===== src/rtl/pipeline_hazard_ctrl_pkg.sv =====
// pipeline_hazard_ctrl_pkg: shared state, forwarding and pc_src encodings for the hazard/decode controllers
package pipeline_hazard_ctrl_pkg;
  typedef enum logic [1:0] {RUN = 2'd0, DRAIN = 2'd1, HALTED = 2'd2} hz_state_t;
  localparam logic [1:0] FWD_REG = 2'b00;
  localparam logic [1:0] FWD_MEM = 2'b01;
  localparam logic [1:0] FWD_WB = 2'b10;
  localparam logic [1:0] PC_SEQ = 2'd0;
  localparam logic [1:0] PC_BRANCH = 2'd1;
  localparam logic [1:0] PC_JUMP = 2'd2;
  localparam logic [1:0] PC_RET = 2'd3;
  localparam int RA_MAX = 8;
  function automatic logic hz_match(logic [RA_MAX-1:0] x, logic [RA_MAX-1:0] src, logic r0_zero);
    return (x == src) && (!r0_zero || x != '0);
  endfunction
endpackage


===== src/rtl/pipeline_hazard_ctrl_if.sv =====
// pipeline_hazard_ctrl_if: stage register addresses/controls in, stall/flush/forward controls out
interface pipeline_hazard_ctrl_if #(parameter int RA_W = 3, parameter int CNT_W = 16);
  logic [RA_W-1:0] id_rs1, id_rs2, ex_rs1, ex_rs2, ex_rd, mem_rd, wb_rd;
  logic id_use1, id_use2, id_halt, ex_mem_read, mem_wr, wb_wr, ex_redirect;
  logic pc_write, ifid_write, ifid_flush, idex_flush, halted;
  logic [1:0] fwd_a, fwd_b;
  logic [CNT_W-1:0] stall_cnt;
  modport master (
    output id_rs1, id_rs2, ex_rs1, ex_rs2, ex_rd, mem_rd, wb_rd,
    output id_use1, id_use2, id_halt, ex_mem_read, mem_wr, wb_wr, ex_redirect,
    input pc_write, ifid_write, ifid_flush, idex_flush, halted, fwd_a, fwd_b, stall_cnt
  );
  modport slave (
    input id_rs1, id_rs2, ex_rs1, ex_rs2, ex_rd, mem_rd, wb_rd,
    input id_use1, id_use2, id_halt, ex_mem_read, mem_wr, wb_wr, ex_redirect,
    output pc_write, ifid_write, ifid_flush, idex_flush, halted, fwd_a, fwd_b, stall_cnt
  );
endinterface


===== src/rtl/pipeline_hazard_ctrl_fwd_sel.sv =====
// pipeline_hazard_ctrl_fwd_sel: EX operand bypass select, MEM result preferred over WB
module pipeline_hazard_ctrl_fwd_sel
  import pipeline_hazard_ctrl_pkg::*;
#(
  parameter int RA_W = 3,
  parameter bit R0_ZERO = 1'b1
) (
  input  logic [RA_W-1:0] i_src,
  input  logic [RA_W-1:0] i_mem_rd,
  input  logic [RA_W-1:0] i_wb_rd,
  input  logic            i_mem_wr,
  input  logic            i_wb_wr,
  output logic [1:0]      o_sel
);
  logic w_mem, w_wb;
  assign w_mem = i_mem_wr && hz_match(RA_MAX'(i_mem_rd), RA_MAX'(i_src), R0_ZERO);
  assign w_wb = i_wb_wr && hz_match(RA_MAX'(i_wb_rd), RA_MAX'(i_src), R0_ZERO);
  assign o_sel = w_mem ? FWD_MEM : w_wb ? FWD_WB : FWD_REG;
endmodule


===== src/rtl/pipeline_hazard_ctrl.sv =====
// pipeline_hazard_ctrl: load-use stall, redirect flush, halt drain sequencing and forwarding selects
module pipeline_hazard_ctrl
  import pipeline_hazard_ctrl_pkg::*;
#(
  parameter int RA_W = 3,
  parameter bit R0_ZERO = 1'b1,
  parameter int DRAIN_CYCLES = 3,
  parameter int CNT_W = 16
) (
  input logic clk,
  input logic rst,
  pipeline_hazard_ctrl_if.slave hz
);
  localparam int DW = (DRAIN_CYCLES > 1) ? $clog2(DRAIN_CYCLES) : 1;
  hz_state_t r_state, w_next;
  logic [DW-1:0] r_drain, w_drain_next;
  logic [CNT_W-1:0] r_stall;
  logic w_ld_use, w_stall;
  logic w_pc_write, w_ifid_write, w_ifid_flush, w_idex_flush, w_halted;
  assign w_ld_use = hz.ex_mem_read &&
    ((hz.id_use1 && hz_match(RA_MAX'(hz.ex_rd), RA_MAX'(hz.id_rs1), R0_ZERO)) ||
     (hz.id_use2 && hz_match(RA_MAX'(hz.ex_rd), RA_MAX'(hz.id_rs2), R0_ZERO)));
  always_comb begin
    w_next = r_state;
    w_drain_next = r_drain;
    w_pc_write = 1'b1;
    w_ifid_write = 1'b1;
    w_ifid_flush = 1'b0;
    w_idex_flush = 1'b0;
    w_halted = 1'b0;
    case (r_state)
      RUN: begin
        if (hz.ex_redirect) begin
          w_ifid_flush = 1'b1;
          w_idex_flush = 1'b1;
        end else if (w_ld_use || hz.id_halt) begin
          w_pc_write = 1'b0;
          w_ifid_write = 1'b0;
          w_idex_flush = 1'b1;
          w_next = w_ld_use ? RUN : DRAIN;
          w_drain_next = w_ld_use ? r_drain : DW'(DRAIN_CYCLES - 1);
        end
      end
      DRAIN: begin
        if (hz.ex_redirect) begin
          w_ifid_flush = 1'b1;
          w_idex_flush = 1'b1;
          w_next = RUN;
          w_drain_next = '0;
        end else begin
          w_pc_write = 1'b0;
          w_ifid_write = 1'b0;
          w_idex_flush = 1'b1;
          w_next = (r_drain == '0) ? HALTED : DRAIN;
          w_drain_next = (r_drain == '0) ? r_drain : r_drain - DW'(1);
        end
      end
      HALTED: begin
        w_pc_write = 1'b0;
        w_ifid_write = 1'b0;
        w_idex_flush = 1'b1;
        w_halted = 1'b1;
      end
      default: w_next = RUN;
    endcase
  end
  // halted cycles are idle, not stalls
  assign w_stall = (!w_pc_write || w_ifid_flush) && (r_state != HALTED);
  always_ff @(posedge clk or posedge rst) begin
    if (rst) begin
      r_state <= RUN;
      r_drain <= '0;
      r_stall <= '0;
    end else begin
      r_state <= w_next;
      r_drain <= w_drain_next;
      if (w_stall && !(&r_stall)) r_stall <= r_stall + CNT_W'(1);
    end
  end
  assign hz.pc_write = w_pc_write;
  assign hz.ifid_write = w_ifid_write;
  assign hz.ifid_flush = w_ifid_flush;
  assign hz.idex_flush = w_idex_flush;
  assign hz.halted = w_halted;
  assign hz.stall_cnt = r_stall;
  pipeline_hazard_ctrl_fwd_sel #(.RA_W(RA_W), .R0_ZERO(R0_ZERO)) u_fwd_a (
    .i_src(hz.ex_rs1), .i_mem_rd(hz.mem_rd), .i_wb_rd(hz.wb_rd),
    .i_mem_wr(hz.mem_wr), .i_wb_wr(hz.wb_wr), .o_sel(hz.fwd_a)
  );
  pipeline_hazard_ctrl_fwd_sel #(.RA_W(RA_W), .R0_ZERO(R0_ZERO)) u_fwd_b (
    .i_src(hz.ex_rs2), .i_mem_rd(hz.mem_rd), .i_wb_rd(hz.wb_rd),
    .i_mem_wr(hz.mem_wr), .i_wb_wr(hz.wb_wr), .o_sel(hz.fwd_b)
  );
endmodule

===== src/flat_wrapper.sv =====
// flat-port wrapper written by rule: the top's interface ports become plain ports
module pipeline_hazard_ctrl_flat import pipeline_hazard_ctrl_pkg::*;
#(
  parameter int RA_W = 3,
  parameter bit R0_ZERO = 1'b1,
  parameter int DRAIN_CYCLES = 3,
  parameter int CNT_W = 16
)
  (clk, rst, hz_id_rs1, hz_id_rs2, hz_ex_rs1, hz_ex_rs2, hz_ex_rd, hz_mem_rd, hz_wb_rd, hz_id_use1, hz_id_use2, hz_id_halt, hz_ex_mem_read, hz_mem_wr, hz_wb_wr, hz_ex_redirect, hz_pc_write, hz_ifid_write, hz_ifid_flush, hz_idex_flush, hz_halted, hz_fwd_a, hz_fwd_b, hz_stall_cnt);
  pipeline_hazard_ctrl_if #(.RA_W(RA_W), .CNT_W(CNT_W)) hz_i ();
  input logic clk;
  input logic rst;
  input wire logic [$bits(hz_i.id_rs1)-1:0] hz_id_rs1;
  input wire logic [$bits(hz_i.id_rs2)-1:0] hz_id_rs2;
  input wire logic [$bits(hz_i.ex_rs1)-1:0] hz_ex_rs1;
  input wire logic [$bits(hz_i.ex_rs2)-1:0] hz_ex_rs2;
  input wire logic [$bits(hz_i.ex_rd)-1:0] hz_ex_rd;
  input wire logic [$bits(hz_i.mem_rd)-1:0] hz_mem_rd;
  input wire logic [$bits(hz_i.wb_rd)-1:0] hz_wb_rd;
  input wire logic [$bits(hz_i.id_use1)-1:0] hz_id_use1;
  input wire logic [$bits(hz_i.id_use2)-1:0] hz_id_use2;
  input wire logic [$bits(hz_i.id_halt)-1:0] hz_id_halt;
  input wire logic [$bits(hz_i.ex_mem_read)-1:0] hz_ex_mem_read;
  input wire logic [$bits(hz_i.mem_wr)-1:0] hz_mem_wr;
  input wire logic [$bits(hz_i.wb_wr)-1:0] hz_wb_wr;
  input wire logic [$bits(hz_i.ex_redirect)-1:0] hz_ex_redirect;
  output wire logic [$bits(hz_i.pc_write)-1:0] hz_pc_write;
  output wire logic [$bits(hz_i.ifid_write)-1:0] hz_ifid_write;
  output wire logic [$bits(hz_i.ifid_flush)-1:0] hz_ifid_flush;
  output wire logic [$bits(hz_i.idex_flush)-1:0] hz_idex_flush;
  output wire logic [$bits(hz_i.halted)-1:0] hz_halted;
  output wire logic [$bits(hz_i.fwd_a)-1:0] hz_fwd_a;
  output wire logic [$bits(hz_i.fwd_b)-1:0] hz_fwd_b;
  output wire logic [$bits(hz_i.stall_cnt)-1:0] hz_stall_cnt;
  assign hz_i.id_rs1 = hz_id_rs1;
  assign hz_i.id_rs2 = hz_id_rs2;
  assign hz_i.ex_rs1 = hz_ex_rs1;
  assign hz_i.ex_rs2 = hz_ex_rs2;
  assign hz_i.ex_rd = hz_ex_rd;
  assign hz_i.mem_rd = hz_mem_rd;
  assign hz_i.wb_rd = hz_wb_rd;
  assign hz_i.id_use1 = hz_id_use1;
  assign hz_i.id_use2 = hz_id_use2;
  assign hz_i.id_halt = hz_id_halt;
  assign hz_i.ex_mem_read = hz_ex_mem_read;
  assign hz_i.mem_wr = hz_mem_wr;
  assign hz_i.wb_wr = hz_wb_wr;
  assign hz_i.ex_redirect = hz_ex_redirect;
  assign hz_pc_write = hz_i.pc_write;
  assign hz_ifid_write = hz_i.ifid_write;
  assign hz_ifid_flush = hz_i.ifid_flush;
  assign hz_idex_flush = hz_i.idex_flush;
  assign hz_halted = hz_i.halted;
  assign hz_fwd_a = hz_i.fwd_a;
  assign hz_fwd_b = hz_i.fwd_b;
  assign hz_stall_cnt = hz_i.stall_cnt;
  pipeline_hazard_ctrl #(.RA_W(RA_W), .R0_ZERO(R0_ZERO), .DRAIN_CYCLES(DRAIN_CYCLES), .CNT_W(CNT_W)) u_core (.clk(clk), .rst(rst), .hz(hz_i));
endmodule

===== config.mk =====
export PLATFORM = sky130hd
export DESIGN_NAME = pipeline_hazard_ctrl_flat
export DESIGN_NICKNAME = d
export VERILOG_FILES = /design/src/rtl/pipeline_hazard_ctrl_pkg.sv /design/src/rtl/pipeline_hazard_ctrl_if.sv /design/src/rtl/pipeline_hazard_ctrl_fwd_sel.sv /design/src/rtl/pipeline_hazard_ctrl.sv /design/src/flat_wrapper.sv
export SDC_FILE = /design/constraint.sdc
export NUM_CORES = 1
export LEC_CHECK = 0
export ABC_AREA = 1
export CELL_PAD_IN_SITES_DETAIL_PLACEMENT = 1
export CELL_PAD_IN_SITES_GLOBAL_PLACEMENT = 1
export CORE_UTILIZATION = 32
export CTS_CLUSTER_DIAMETER = 30
export DETAILED_ROUTE_END_ITERATION = 7
export GPL_ROUTABILITY_DRIVEN = 0
export PLACE_DENSITY = 0.81
export SYNTH_ARGS = -nofsm -noshare
export SYNTH_HDL_FRONTEND = slang
export SYNTH_HIERARCHICAL = 1
export SYNTH_SLANG_ARGS = --single-unit

===== constraint.sdc =====
create_clock -name clk -period 1.86 [get_ports clk]
set_clock_uncertainty 0.05 [all_clocks]
set_input_delay 0.465 -clock clk [delete_from_list [all_inputs] [get_ports clk]]
set_output_delay 0.465 -clock clk [all_outputs]
set_load 0.01 [all_outputs]

**After elaboration in Yosys (flattened, before gate mapping)**

Index checks and enable logic that the tools add are counted.

- Add/subtract/negate cells: 2
- Equal/unequal tests: 13
- Multiplexer cells: 25
- Bitwise operators: 1
- Reduce and logical (&&, ||, !) cells: 31

Operators by type and width:

| operator | count |
|---|---|
| 2-bit 2-to-1 mux | 13 |
| 3-bit == test | 6 |
| 16-bit by 1-bit adder with 16-bit output (second input constant) | 1 |
| 16-bit AND reduction | 1 |
| 1-bit logical AND | 15 |
| 3-bit nonzero test | 3 |
| 1-bit 2-to-1 mux | 8 |
| 2-bit inequality test (second input constant) | 3 |
| 2-bit case mux with 3 select lines | 1 |
| 5-bit AND reduction | 1 |
| 2-bit logical NOT | 2 |
| 2-bit case mux with 2 select lines | 1 |
| 2-bit OR reduction | 2 |
| 1-bit logical OR | 3 |
| 3-bit inequality test (second input constant) | 1 |
| 1-bit case mux with 3 select lines | 1 |
| 3-bit AND reduction | 1 |
| 2-bit by 1-bit == test with 1-bit output (second input constant) | 1 |
| 2-bit == test (second input constant) | 1 |
| 1-bit logical NOT | 2 |
| 2-bit by 1-bit inequality test with 1-bit output (second input constant) | 1 |
| 1-bit case mux with 2 select lines | 1 |
| 2-bit nonzero test | 1 |
| 2-bit by 1-bit subtractor with 2-bit output (second input constant) | 1 |
| 1-bit NOT | 1 |

- Register bits after elaboration: 20
- Input port bits: 30
- Output and inout port bits: 25
- Word-level logic and storage cells: 75

**Logic depth before layout (Yosys ltp)**

Gate-level depths: netlist of the first run.

- Depth after elaboration: 13
- Mapped depth: 14
- Mapped depth without buffers: 13

**Cells and area by module**

Netlist of the first run, hierarchy kept.

Modules (own cells, without submodules):

| module | instances | cells each | area each (um^2) | sequential area each (um^2) |
|---|---|---|---|---|
| pipeline_hazard_ctrl | 1 | 210 | 1481.4 | 500.5 |
| pipeline_hazard_ctrl_fwd_sel | 2 | 35 | 145.1 | 0.0 |

**Least setup slack after synthesis of the first run**

OpenSTA, ideal clock, no wires.

- Path type: register to output
- From: register u_core.r_state[0]
- To: output port hz_pc_write
- Arrival time: 1.372 ns
- Required time: 1.345 ns
- Path slack: -0.027 ns
- Stages on the path, launching flop included: 8
- Path buffers: 1
- Cell sequence: dfrtp_1 > inv_1 > ha_1 > nor2_1 > nor2_1 > inv_1 > nand3_1 > buf_4

- Longest elaborated chain between the ends: 2
- Elaborated cells on any way between the ends: 4
- Those cells by class: 2 x eq/ne; 1 x mux; 1 x reduce/logical

RTL lines:

| element | line | RTL |
|---|---|---|
| from (decl) | pipeline_hazard_ctrl.sv:15 | `hz_state_t r_state, w_next;` |
| from (signal assigned) | pipeline_hazard_ctrl.sv:75 | `r_state <= w_next;` |
| 2-bit == test (tied with other cells) | -- |  |
| 1-bit case mux with 3 select lines (*) | -- |  |
| to (decl) | flat_wrapper.sv:27 | `output wire logic [$bits(hz_i.pc_write)-1:0] hz_pc_write;` |

Every way passes the cells marked *; elsewhere a longest branch is shown, timed or not.

**Final worst setup path of the first run**

- From: register u_core.r_state[0]
- To: output port hz_ifid_write

- Longest elaborated chain between the ends: 2
- Elaborated cells on any way between the ends: 4
- Those cells by class: 2 x eq/ne; 1 x mux; 1 x reduce/logical

RTL lines:

| element | line | RTL |
|---|---|---|
| 2-bit == test (tied with other cells) | pipeline_hazard_ctrl.sv:31 | `case (r_state)` |
| 1-bit case mux with 3 select lines (*) | pipeline_hazard_ctrl.sv:31 |  |
| to (decl) | flat_wrapper.sv:28 | `output wire logic [$bits(hz_i.ifid_write)-1:0] hz_ifid_write;` |

Marked as above.

==> impl_results.md, run 1 <==
- Status: finished, violations left
- Failing checks: negative setup slack
- Achievable Freq: 486 MHz
- Logic gate share of total power: 0.701
- Post-synth top area share: 0.282
- Clock transition at path regs: 0.08 ns
- IO Count: 55
- Layout cell share with drive strength beyond 1: 0.374
- Initial Util: 0.340
- Clock Latency Late Sink: 0.26 ns
- NumNets Final: 409
- RSZ-0062 raised after global routing: yes
- CTS Root Buffer Type: clkbuf_8
- Worst-Margin Slew: 0.322 ns
- Worst Setup SP: u_core/r_state[0]
- Slowest CP cell: dfrtp_1
- Area occupied by multi-input gates: 1270 sq um
- Initial antenna violation count: 0
- Setup slack after layout: -0.197 ns
- Final core utilization: 0.560
- Post-route DRC: 0
- Final Hold Vio Count: 0
- Vias in the first global route: 2236
- Critical path's largest stage delay: 0.39 ns
- Register area: 504 sq um
- Via Count: 2141
- Slew margin rel.: 0.783
- Routed Antenna Nets: 0
- Final setup vio count: 21
- Reg-to-Reg Start: u_core/r_state[1]
- CP max FO: 2
- Routed metal-1 wirelength: 2560 microns
- Wirelength per Cell: 15.1 microns
- Worst VDD drop: 475 uV
- Worst setup SP type: flop
- Setup crit end kind: output pin
- CP Data Arrival Time: 1.54 ns
- Register-to-Register Path Depth: 13
- Cts hold-fix bufs: 0
- Die height: 76.4 microns
- Mapped Nets: 316
- DR WL met3: 228 microns
- Total die area: 5840 sq um
- Ys Warns: 6
- Die X: 76.4 microns
- Hold Crit Class: flop to flop
- CTS Buf Count: 3
- PortBufs: 54
- Syn Inst Count: 280
- CP endpoint: hz_ifid_write
- Synth cell types: 30
- Design area: 2920 sq um
- Grt total ovfl: 0
- WL final: 6690 microns
- FF+latch count, synth: 20
- Post-Synthesis Cell Area: 1770 sq um
- Fill count: 685
- GRT Resource Usage Total: 0.212
- Post-Syn Area per Cell: 6.33 sq um
- First-pass GRT wire length: 10000 microns
- CTS Sinks: 20
- Int Pwr: 1.87 mW
- Final Max Slew Viols: 0
- CORE AREA: 5200 sq um
- Pre-Repair DR Iteration Count: 4
- Pwr per Cell Area: 1170 nW/um^2
- ANT cells: 0
- Largest net degree at the start of global routing: 21
- Area leader, netlist: dfrtp_1
- Clk pwr share: 0.101
- Final HPWL DP: 4220 microns
- Vias per cell: 4.84
- Seq pwr share: 0.198
- Sw Ratio: 0.451
- FP Rows: 26
- Tcrit/Tclk final: 1.11
- Psw: 1.53 mW
- DR WL met2: 3590 microns
- Area delta synth->final: 64.6%
- CP required: 1.34 ns
- H-tree Lvls: 1
- Max_cap viols: 0
- Sequential fraction of the synthesis area: 0.282
- CP Class: flop to output pin
- Worst path cell trace: inv_2 -> ha_4 -> buf_4 -> nor2_4 -> nor2_4 -> inv_2 -> nand3_4 -> buf_6
- Capturing point of the worst reg2reg path: u_core/hz.stall_cnt[9]
- Static Leak: 1.51 nW
- Placed Area: 2510 sq um
- CTS tree: built
- Max clock buf depth: 2
- Drt first-iter violations: 92
- Max layer used: met4
- Area contributors post-synth: dfrtp_1 28%, nand2_1 22%, nand3_1 7.6%
- Final min period: 2.06 ns
- Flop-to-flop setup slack: -0.11 ns
power by group through the flow:
stage	Clock [mW]	Sequential (mW)	Combinational [mW]
2_1_floorplan	0	0.684	0.891
3_5_place_dp	0	0.663	1.65
5_1_grt	0.361	0.691	2.57
4_1_cts	0.353	0.663	2.01
6_report	0.344	0.673	2.38
3_3_place_gp	0	0.657	1.57
synth_stat cells, drive strengths merged:
library cell / instances
a21oi: 1
nor3b: 1
buf: 6
nand3b: 1
clkinv: 2
xnor2: 7
dfrtp: 20
nand2: 114
o31a: 1
nor3: 1
o211ai: 2
a31oi: 1
o21a: 1
nor4: 3
o21ai: 5
ha: 6
xor2: 7
inv: 40
nand4: 1
nor2: 32
nand3: 28
repair_timing:
action	CTS	global route
gates cloned	1	0
pin swaps	38	33
hold endpoints to repair	0	0
buffers inserted	12	5
resized for setup	134	65
endpoints found under the setup margin	29	31
metal layers:
metal  vias up  global-route usage
li1       1044                   -
met1      1005               0.219
met2        66               0.430
met3        26              0.0240
met4         0              0.0731
met5         -                   0
through the flow:
| step | setup slack [ns] | hold slack [ns] | setup TNS, ns | cells | power [mW] |
|---|---|---|---|---|---|
| after CTS | -0.172 | 0.456 | -1.22 | 437 | 3.03 |
| after floorplan | 0.0334 | 0.379 | 0 | 280 | 1.58 |
| final | -0.197 | 0.495 | -1.98 | 442 | 3.40 |
| after detailed placement | -0.955 | 0.437 | -13.50 | 420 | 2.31 |
| after global placement | -0.851 | 0.425 | -11.78 | 420 | 2.22 |
| after global routing | -0.247 | 0.527 | -3.56 | 442 | 3.62 |
final cells by class:
type	instances	area share
inverter	42	0.0583
sequential	20	0.173
tap	70	0.0300
timing repair buffer	93	0.283
multi-input combinational	213	0.437
clock buffer	4	0.0189
flip-flops by register name (all words and copies together) (netlist names):
| register | count |
|---|---|
| u_core/hz.stall_cnt | 16 |
| u_core/r_drain | 2 |
| u_core/r_state | 2 |
worst min path at each step:
stage / endpoint / cells past startpoint / startpoint
after floorplan: u_core/hz.stall_cnt[0] / 1 / rst
after global placement: u_core/r_drain[1] / 2 / u_core/r_drain[1]
after detailed placement: u_core/r_drain[0] / 2 / u_core/r_drain[0]
after CTS: u_core/r_drain[0] / 2 / u_core/r_drain[0]
after global routing: u_core/hz.stall_cnt[15] / 3 / rst
final: u_core/hz.stall_cnt[15] / 2 / u_core/hz.stall_cnt[15]
critical path: cells and delay by family (launching register included):
family,cells,cell delay (ns)
adders and majority gates,1,0.17
buffers and inverters,4,0.43
and+or+nand+nor,3,0.28
DFF,1,0.39
cells by family (layout without fill, tap and decap cells):
group           Yosys count  count (layout)  synth area share
fa+ha+maj                 6               6            0.0424
compound gates           11              11            0.0381
buf+inv                  48             139             0.122
simple gates            181             182             0.446
flops                    20              20             0.282
xor+xnor                 14              14            0.0692
layout by cell type (no fill, tap or decap), types with 2 or more instances in the layout:
cell type        Yosys  layout
buf_2                0       8
buf_4                4      28
buf_6                1      18
buf_8                1       3
clkbuf_2             0       6
clkbuf_8             0       4
clkdlybuf4s15_1      0       4
clkdlybuf4s50_1      0      18
dfrtp_1             20      17
dfrtp_2              0       3
dlygate4sd2_1        0       6
ha_1                 6       4
ha_4                 0       2
inv_1               34      23
inv_2                5      14
inv_4                1       3
nand2_1            106      93
nand2_2              6      17
nand2_4              1       2
nand2_8              1       3
nand3_1             27      13
nand3_2              1      13
nand3_4              0       2
nor2_1              29      24
nor2_2               3       6
nor2_4               0       2
nor4_1               3       3
o211ai_1             2       2
o21ai_0              5       3
o21ai_1              0       2
xnor2_1              7       7
xor2_1               7       7
No activity file was read; power rests on OpenSTA's default activity.
==> run 2, diff against run 1 <==
--- a/config.mk
+++ b/config.mk
@@ -8,6 +8,7 @@
 export ABC_AREA = 1
 export CELL_PAD_IN_SITES_DETAIL_PLACEMENT = 1
 export CELL_PAD_IN_SITES_GLOBAL_PLACEMENT = 1
+export CORE_ASPECT_RATIO = 1.4
 export CORE_UTILIZATION = 32
 export CTS_CLUSTER_DIAMETER = 30
 export DETAILED_ROUTE_END_ITERATION = 7
==> run 2 against run 1 <==
Net effect: the run still ends with negative setup slack left; fmax is 0.96% lower; global-route usage down 0.52 points; worst setup slack got worse by 0.020 ns; sequential cell count did not move; via count fell by 2.6%; non-clock buffer count decreased by 9; highest routed layer unchanged; critical path depth down 1; critical path type unchanged; power down 6.9%; core utilization decreased by 4.9 points; die area about the same.
==> impl_results.md, run 2 (synthesized netlist as in run 1, its figures left out) <==
- Status: finished, violations left (unchanged)
- Failing checks: negative setup slack (unchanged)
- Layout cell share with drive strength beyond 1: 0.303 (was 0.374)
- Setup slack after layout: -0.217 ns (was -0.197 ns)
- Worst setup SP type: flop (unchanged)
- FP Rows: 31 (was 26)
- Area delta synth->final: 51.3% (was 64.6%)
- Total power: 3.17 mW (was 3.40 mW)
- Via Count: 2086 (was 2141)
- Final min period: 2.08 ns (was 2.06 ns)
- Initial Util: 0.338 (was 0.340)
- Grt total ovfl: 0 (unchanged)
- Wirelength per Cell: 14.3 microns (was 15.1 microns)
- Clock transition at path regs: 0.08 ns (about the same)
- Highest-count cells in the layout ignoring fill and taps: 102 x nand2_1, 26 x nand3_1, 25 x inv_1, 25 x nor2_1, 24 x buf_4 (was 93 x nand2_1, 28 x buf_4, 24 x nor2_1)
- Pwr per Cell Area: 1180 nW/um^2 (was 1170 nW/um^2)
- CTS Root Buffer Type: clkbuf_8 (unchanged)
- Final Max Slew Viols: 0 (unchanged)
- Pre-Repair DR Iteration Count: 4 (unchanged)
- CTS Sinks: 20 (unchanged)
- Post-route DRC: 0 (unchanged)
- CP max FO: 3 (was 2)
- Setup crit end kind: output pin (unchanged)
- Largest net degree at the start of global routing: 21 (unchanged)
- Achievable Freq: 481 MHz (was 486 MHz)
- Max reg flops: 16 (unchanged)
- Tcrit/Tclk final: 1.12 (was 1.11)
- Worst-Margin Slew: 0.364 ns (was 0.322 ns)
- Post-Layout Cell Count: 429 (was 442)
- Total die area: 5840 sq um (about the same)
- Final setup vio count: 4 (was 21)
- Slew margin rel.: 0.755 (was 0.783)
- ANT cells: 0 (unchanged)
- H-tree Lvls: 1 (unchanged)
- CORE AREA: 5240 sq um (was 5200 sq um)
- Worst VDD drop: 578 uV (was 475 uV)
- Drt first-iter violations: 80 (was 92)
- Fill count: 706 (was 685)
- Register area: 507 sq um (was 504 sq um)
- Final core utilization: 0.512 (was 0.560)
- CTS Buf Count: 3 (unchanged)
- CP Class: flop to output pin (unchanged)
- Commonest non-fill, non-tap cell in the layout: nand2_1 (unchanged)
- IO Count: 55 (unchanged)
- Die X: 64.9 microns (was 76.4 microns)
- Initial antenna violation count: 0 (unchanged)
- Vias in the first global route: 2147 (was 2236)
- Inst Count DP: 412 (was 420)
- Cts hold-fix bufs: 0 (unchanged)
- Final Hold Vio Count: 0 (unchanged)
- Final HPWL DP: 3970 microns (was 4220 microns)
- Area occupied by multi-input gates: 1170 sq um (was 1270 sq um)
- PortBufs: 54 (unchanged)
- Static Leak: 1.41 nW (was 1.51 nW)
- Die height: 90.0 microns (was 76.4 microns)
- CP Data Arrival Time: 1.56 ns (was 1.54 ns)
- Max_cap viols: 0 (unchanged)
- GRT Resource Usage Total: 0.207 (was 0.212)
- CP required: 1.34 ns (about the same)
- Clock Latency Late Sink: 0.26 ns (about the same)
- Vias per cell: 4.86 (was 4.84)
- Hold Crit Class: flop to flop (unchanged)
- CTS tree: built (unchanged)
- Routed Antenna Nets: 0 (unchanged)
- First-pass GRT wire length: 9590 microns (was 10000 microns)
- Max clock buf depth: 2 (unchanged)
- WL final: 6140 microns (was 6690 microns)
- NumNets Final: 400 (was 409)
- RSZ-0062 raised after global routing: yes (unchanged)
run 2: changes by cell type in the layout (fill, tap and decap cells not counted), sizes merged:
cell | before | now
buf | 57 | 46
dlymetal6s2s | 1 | 0
clkbuf | 10 | 13
run 2: what timing repair did:
item                       CTS  global route
setup buffers                9             4
pin swaps                   24            21
gates resized for setup    111            43
setup endpoints to repair   27            29
cloned                       0             1
run 2: cell type report:
type                       instances  share of cell area
clock buffer                       4              0.0205
inverter                          42              0.0607
multi-input combinational        213               0.438
sequential                        20               0.189
tap                               66              0.0308
timing repair buffer              84               0.261
run 2: final timing paths:
kind | start | to | slack (ns) | cells past startpoint
max in group asynchronous | rst | u_core/hz.stall_cnt[5] | 1.02 | 3
hold / removal | u_core/r_drain[1] | u_core/r_drain[1] | 0.46 | 2
min in group asynchronous | rst | u_core/hz.stall_cnt[14] | 0.50 | 3
setup reg to reg | u_core/r_state[0] | u_core/hz.stall_cnt[8] | 0.04 | 11
setup / recovery | u_core/r_state[0] | hz_idex_flush | -0.22 | 7
hold reg to reg | u_core/r_drain[1] | u_core/r_drain[1] | 0.46 | 2
run 2: stage by stage:
| step | hold slack, ns | cell area (sq um) | setup WS, ns | TNS (ns) |
|---|---|---|---|---|
| 2_1_floorplan | 0.379 | 1770 | 0.0334 | 0 |
| 3_3_place_gp | 0.420 | 2490 | -0.849 | -12.13 |
| 3_5_place_dp | 0.442 | 2490 | -0.904 | -13.41 |
| 4_1_cts | 0.461 | 2590 | -0.175 | -0.391 |
| 5_1_grt | 0.497 | 2680 | -0.267 | -1.03 |
| 6_report | 0.459 | 2680 | -0.217 | -0.658 |
run 2: routing by layer:
metal	wire (microns)	vias to the layer above	track usage	part of all wire
li1	-	1023	-	-
met1	2260	981	0.210	0.37
met2	3500	62	0.416	0.57
met3	139	20	0.0203	0.023
met4	239	0	0.0648	0.039
met5	0	-	0	0
run 2: power breakdown:
part	leakage (nW)	switching [mW]	internal, mW
clock network	0.0288	0.161	0.189
registers	0.258	0.138	0.549
logic	1.13	1.09	1.03
run 2: critical path, cell delays in order (launching register included):
cell and delay, ns:
dfrtp_2 0.43, inv_2 0.07, ha_4 0.17, buf_6 0.12, inv_4 0.06, a21oi_2 0.03, o31a_1 0.28, buf_2 0.14
==> run 3, diff against run 2 <==
--- a/config.mk
+++ b/config.mk
@@ -8,7 +8,7 @@
 export ABC_AREA = 1
 export CELL_PAD_IN_SITES_DETAIL_PLACEMENT = 1
 export CELL_PAD_IN_SITES_GLOBAL_PLACEMENT = 1
-export CORE_ASPECT_RATIO = 1.4
+export CORE_ASPECT_RATIO = 1.75
 export CORE_UTILIZATION = 32
 export CTS_CLUSTER_DIAMETER = 30
 export DETAILED_ROUTE_END_ITERATION = 7
==> run 3 against run 2 <==
Net effect: the flow finishes with violations (design-rule violations, negative setup slack); sequential share of layout area is 0.42 points higher; global-route usage increased by 0.56 points; wire length is 3.8% lower; via count down 0.53%; cell area shrank 2.2%.
==> impl_results.md, run 3 (synthesized netlist as in run 1, its figures left out) <==
- H-tree Lvls: 1 (unchanged)
- Critical path's largest stage delay: 0.40 ns (was 0.43 ns)
- Clk pwr share: 0.119 (was 0.110)
- Final core utilization: 0.495 (was 0.512)
- WL final: 5910 microns (was 6140 microns)
- CTS Root Buffer Type: clkbuf_8 (unchanged)
- Max reg flops: 16 (unchanged)
- Clock transition at path regs: 0.08 ns (about the same)
- Worst setup SP type: flop (unchanged)
- Routed Antenna Nets: 0 (unchanged)
- GRT Resource Usage Total: 0.212 (was 0.207)
- Post-route DRC: 1 (was 0)
- RSZ-0062 raised after global routing: yes (unchanged)
- Logic gate share of total power: 0.646 (was 0.672)
- Setup slack after layout: -0.133 ns (was -0.217 ns)
- Die X: 58.2 microns (was 64.9 microns)
- PortBufs: 54 (unchanged)
- CP required: 1.34 ns (about the same)
- Worst VDD drop: 580 uV (was 578 uV)
- FP Rows: 35 (was 31)
- Setup crit end kind: output pin (unchanged)
- Worst-Margin Slew: 0.357 ns (was 0.364 ns)
- Seq pwr share: 0.235 (was 0.217)
- Commonest non-fill, non-tap cell in the layout: nand2_1 (unchanged)
- Total power: 2.91 mW (was 3.17 mW)
- Max_cap viols: 0 (unchanged)
- CP max FO: 4 (was 3)
- Hold Crit Class: flop to flop (unchanged)
- Vias in the first global route: 2175 (was 2147)
- Via Count: 2075 (was 2086)
- Psw: 1.27 mW (was 1.39 mW)
- Largest net degree at the start of global routing: 21 (unchanged)
- Initial Util: 0.334 (was 0.338)
- Status: finished, violations left (unchanged)
- Clock Latency Late Sink: 0.27 ns (was 0.26 ns)
- Cts hold-fix bufs: 0 (unchanged)
- CP Data Arrival Time: 1.48 ns (was 1.56 ns)
- Max clock buf depth: 2 (unchanged)
- IO Count: 55 (unchanged)
- Static Leak: 1.39 nW (was 1.41 nW)
- Area delta synth->final: 48.0% (was 51.3%)
- Worst path cell trace: inv_2 -> ha_4 -> inv_4 -> a21oi_2 -> o31a_1 -> buf_2 (was inv_2 -> ha_4 -> buf_6 -> inv_4 -> a21oi_2 -> o31a_1 -> buf_2)
- CORE AREA: 5300 sq um (was 5240 sq um)
- Die height: 100 microns (was 90.0 microns)
- CTS Sinks: 20 (unchanged)
- Register-to-Register Path Depth: 10 (was 11)
- Worst hold stages: 2 (unchanged)
- Wirelength per Cell: 13.7 microns (was 14.3 microns)
- First-pass GRT wire length: 9520 microns (was 9590 microns)
- Final setup vio count: 4 (unchanged)
- Grt total ovfl: 0 (unchanged)
- Achievable Freq: 502 MHz (was 481 MHz)
- Layout cell share with drive strength beyond 1: 0.292 (was 0.303)
- NumNets Final: 396 (was 400)
- Total die area: 5850 sq um (was 5840 sq um)
- WHS: 0.453 ns (was 0.459 ns)
- Final Hold Vio Count: 0 (unchanged)
- ANT cells: 0 (unchanged)
- Drt first-iter violations: 77 (was 80)
- Pre-CTS setup slack: -0.930 ns (was -0.904 ns)
- Int Pwr: 1.64 mW (was 1.77 mW)
- Final min period: 1.99 ns (was 2.08 ns)
- Pre-Repair DR Iteration Count: 8 (was 4)
- Tcrit/Tclk final: 1.07 (was 1.12)
- Final Max Slew Viols: 0 (unchanged)
- CTS tree: built (unchanged)
- Highest-count cells in the layout ignoring fill and taps: 104 x nand2_1, 25 x buf_4, 25 x nand3_1 (was 102 x nand2_1, 26 x nand3_1, 25 x inv_1, 25 x nor2_1, 24 x buf_4)
- Vias per cell: 4.79 (was 4.86)
- Slew margin rel.: 0.760 (was 0.755)
- Fill count: 707 (was 706)
- CTS Buf Count: 3 (unchanged)
- Failing checks: design-rule violations, negative setup slack (was negative setup slack)
- Initial antenna violation count: 0 (unchanged)
- Final HPWL DP: 4440 microns (was 3970 microns)
- Sw Ratio: 0.436 (was 0.440)
- Pwr per Cell Area: 1110 nW/um^2 (was 1180 nW/um^2)
- Slowest CP cell: dfrtp_1 (was dfrtp_2)
- CP Class: flop to output pin (unchanged)
## run 3: metrics by stage
step | cells | cell area [sq um] | setup TNS [ns]
finish | 433 | 2620 | -0.348
global route | 433 | 2620 | -0.586
CTS | 429 | 2540 | -0.461
detailed placement | 421 | 2510 | -13.71
global placement | 421 | 2510 | -11.82
floorplan | 280 | 1770 | 0
## run 3: area by class of cell
class	count	area [sq um]	area share
multi-input combinational	212	1130	0.430
sequential	20	507	0.193
inverter	42	168	0.0640
tap	74	92.6	0.0353
timing repair buffer	81	673	0.257
clock buffer	4	55.1	0.0210
## run 3: worst paths after layout
kind | slack, ns | end | startpoint
setup / recovery | -0.13 | hz_idex_flush | u_core/r_state[1]
hold / removal | 0.45 | u_core/r_drain[1] | u_core/r_drain[1]
setup reg to reg | 0.08 | u_core/hz.stall_cnt[4] | u_core/r_state[1]
hold reg to reg | 0.45 | u_core/r_drain[1] | u_core/r_drain[1]
max in group asynchronous | 1.04 | u_core/hz.stall_cnt[2] | rst
min in group asynchronous | 0.48 | u_core/hz.stall_cnt[15] | rst
## run 3: layer usage
layer  track usage  share of wire
met4        0.0989          0.032
met1         0.190           0.34
met5             0              0
met3        0.0155          0.023
met2         0.447           0.61
## run 3: what timing repair did
action,4_1_cts,5_1_grt
gates resized for setup,113,39
buffers inserted,4,4
endpoints found under the hold margin,0,0
pin swaps,21,16
endpoints found under the setup margin,27,28
## run 3: power by group through the flow
stage	registers, mW	logic, mW	clock network, mW
5_1_grt	0.703	2.05	0.364
3_5_place_dp	0.666	1.66	0
2_1_floorplan	0.684	0.891	0
3_3_place_gp	0.661	1.58	0
6_report	0.685	1.88	0.346
4_1_cts	0.661	1.68	0.357
## run 3: worst max-delay path, delay by kind of cell, from the launching register on
| family | cells | cell delay [ns] |
|---|---|---|
| DFF | 1 | 0.40 |
| AOI/OAI and AO/OA | 2 | 0.32 |
| buffers and inverters | 3 | 0.29 |
| adders and majority gates | 1 | 0.20 |
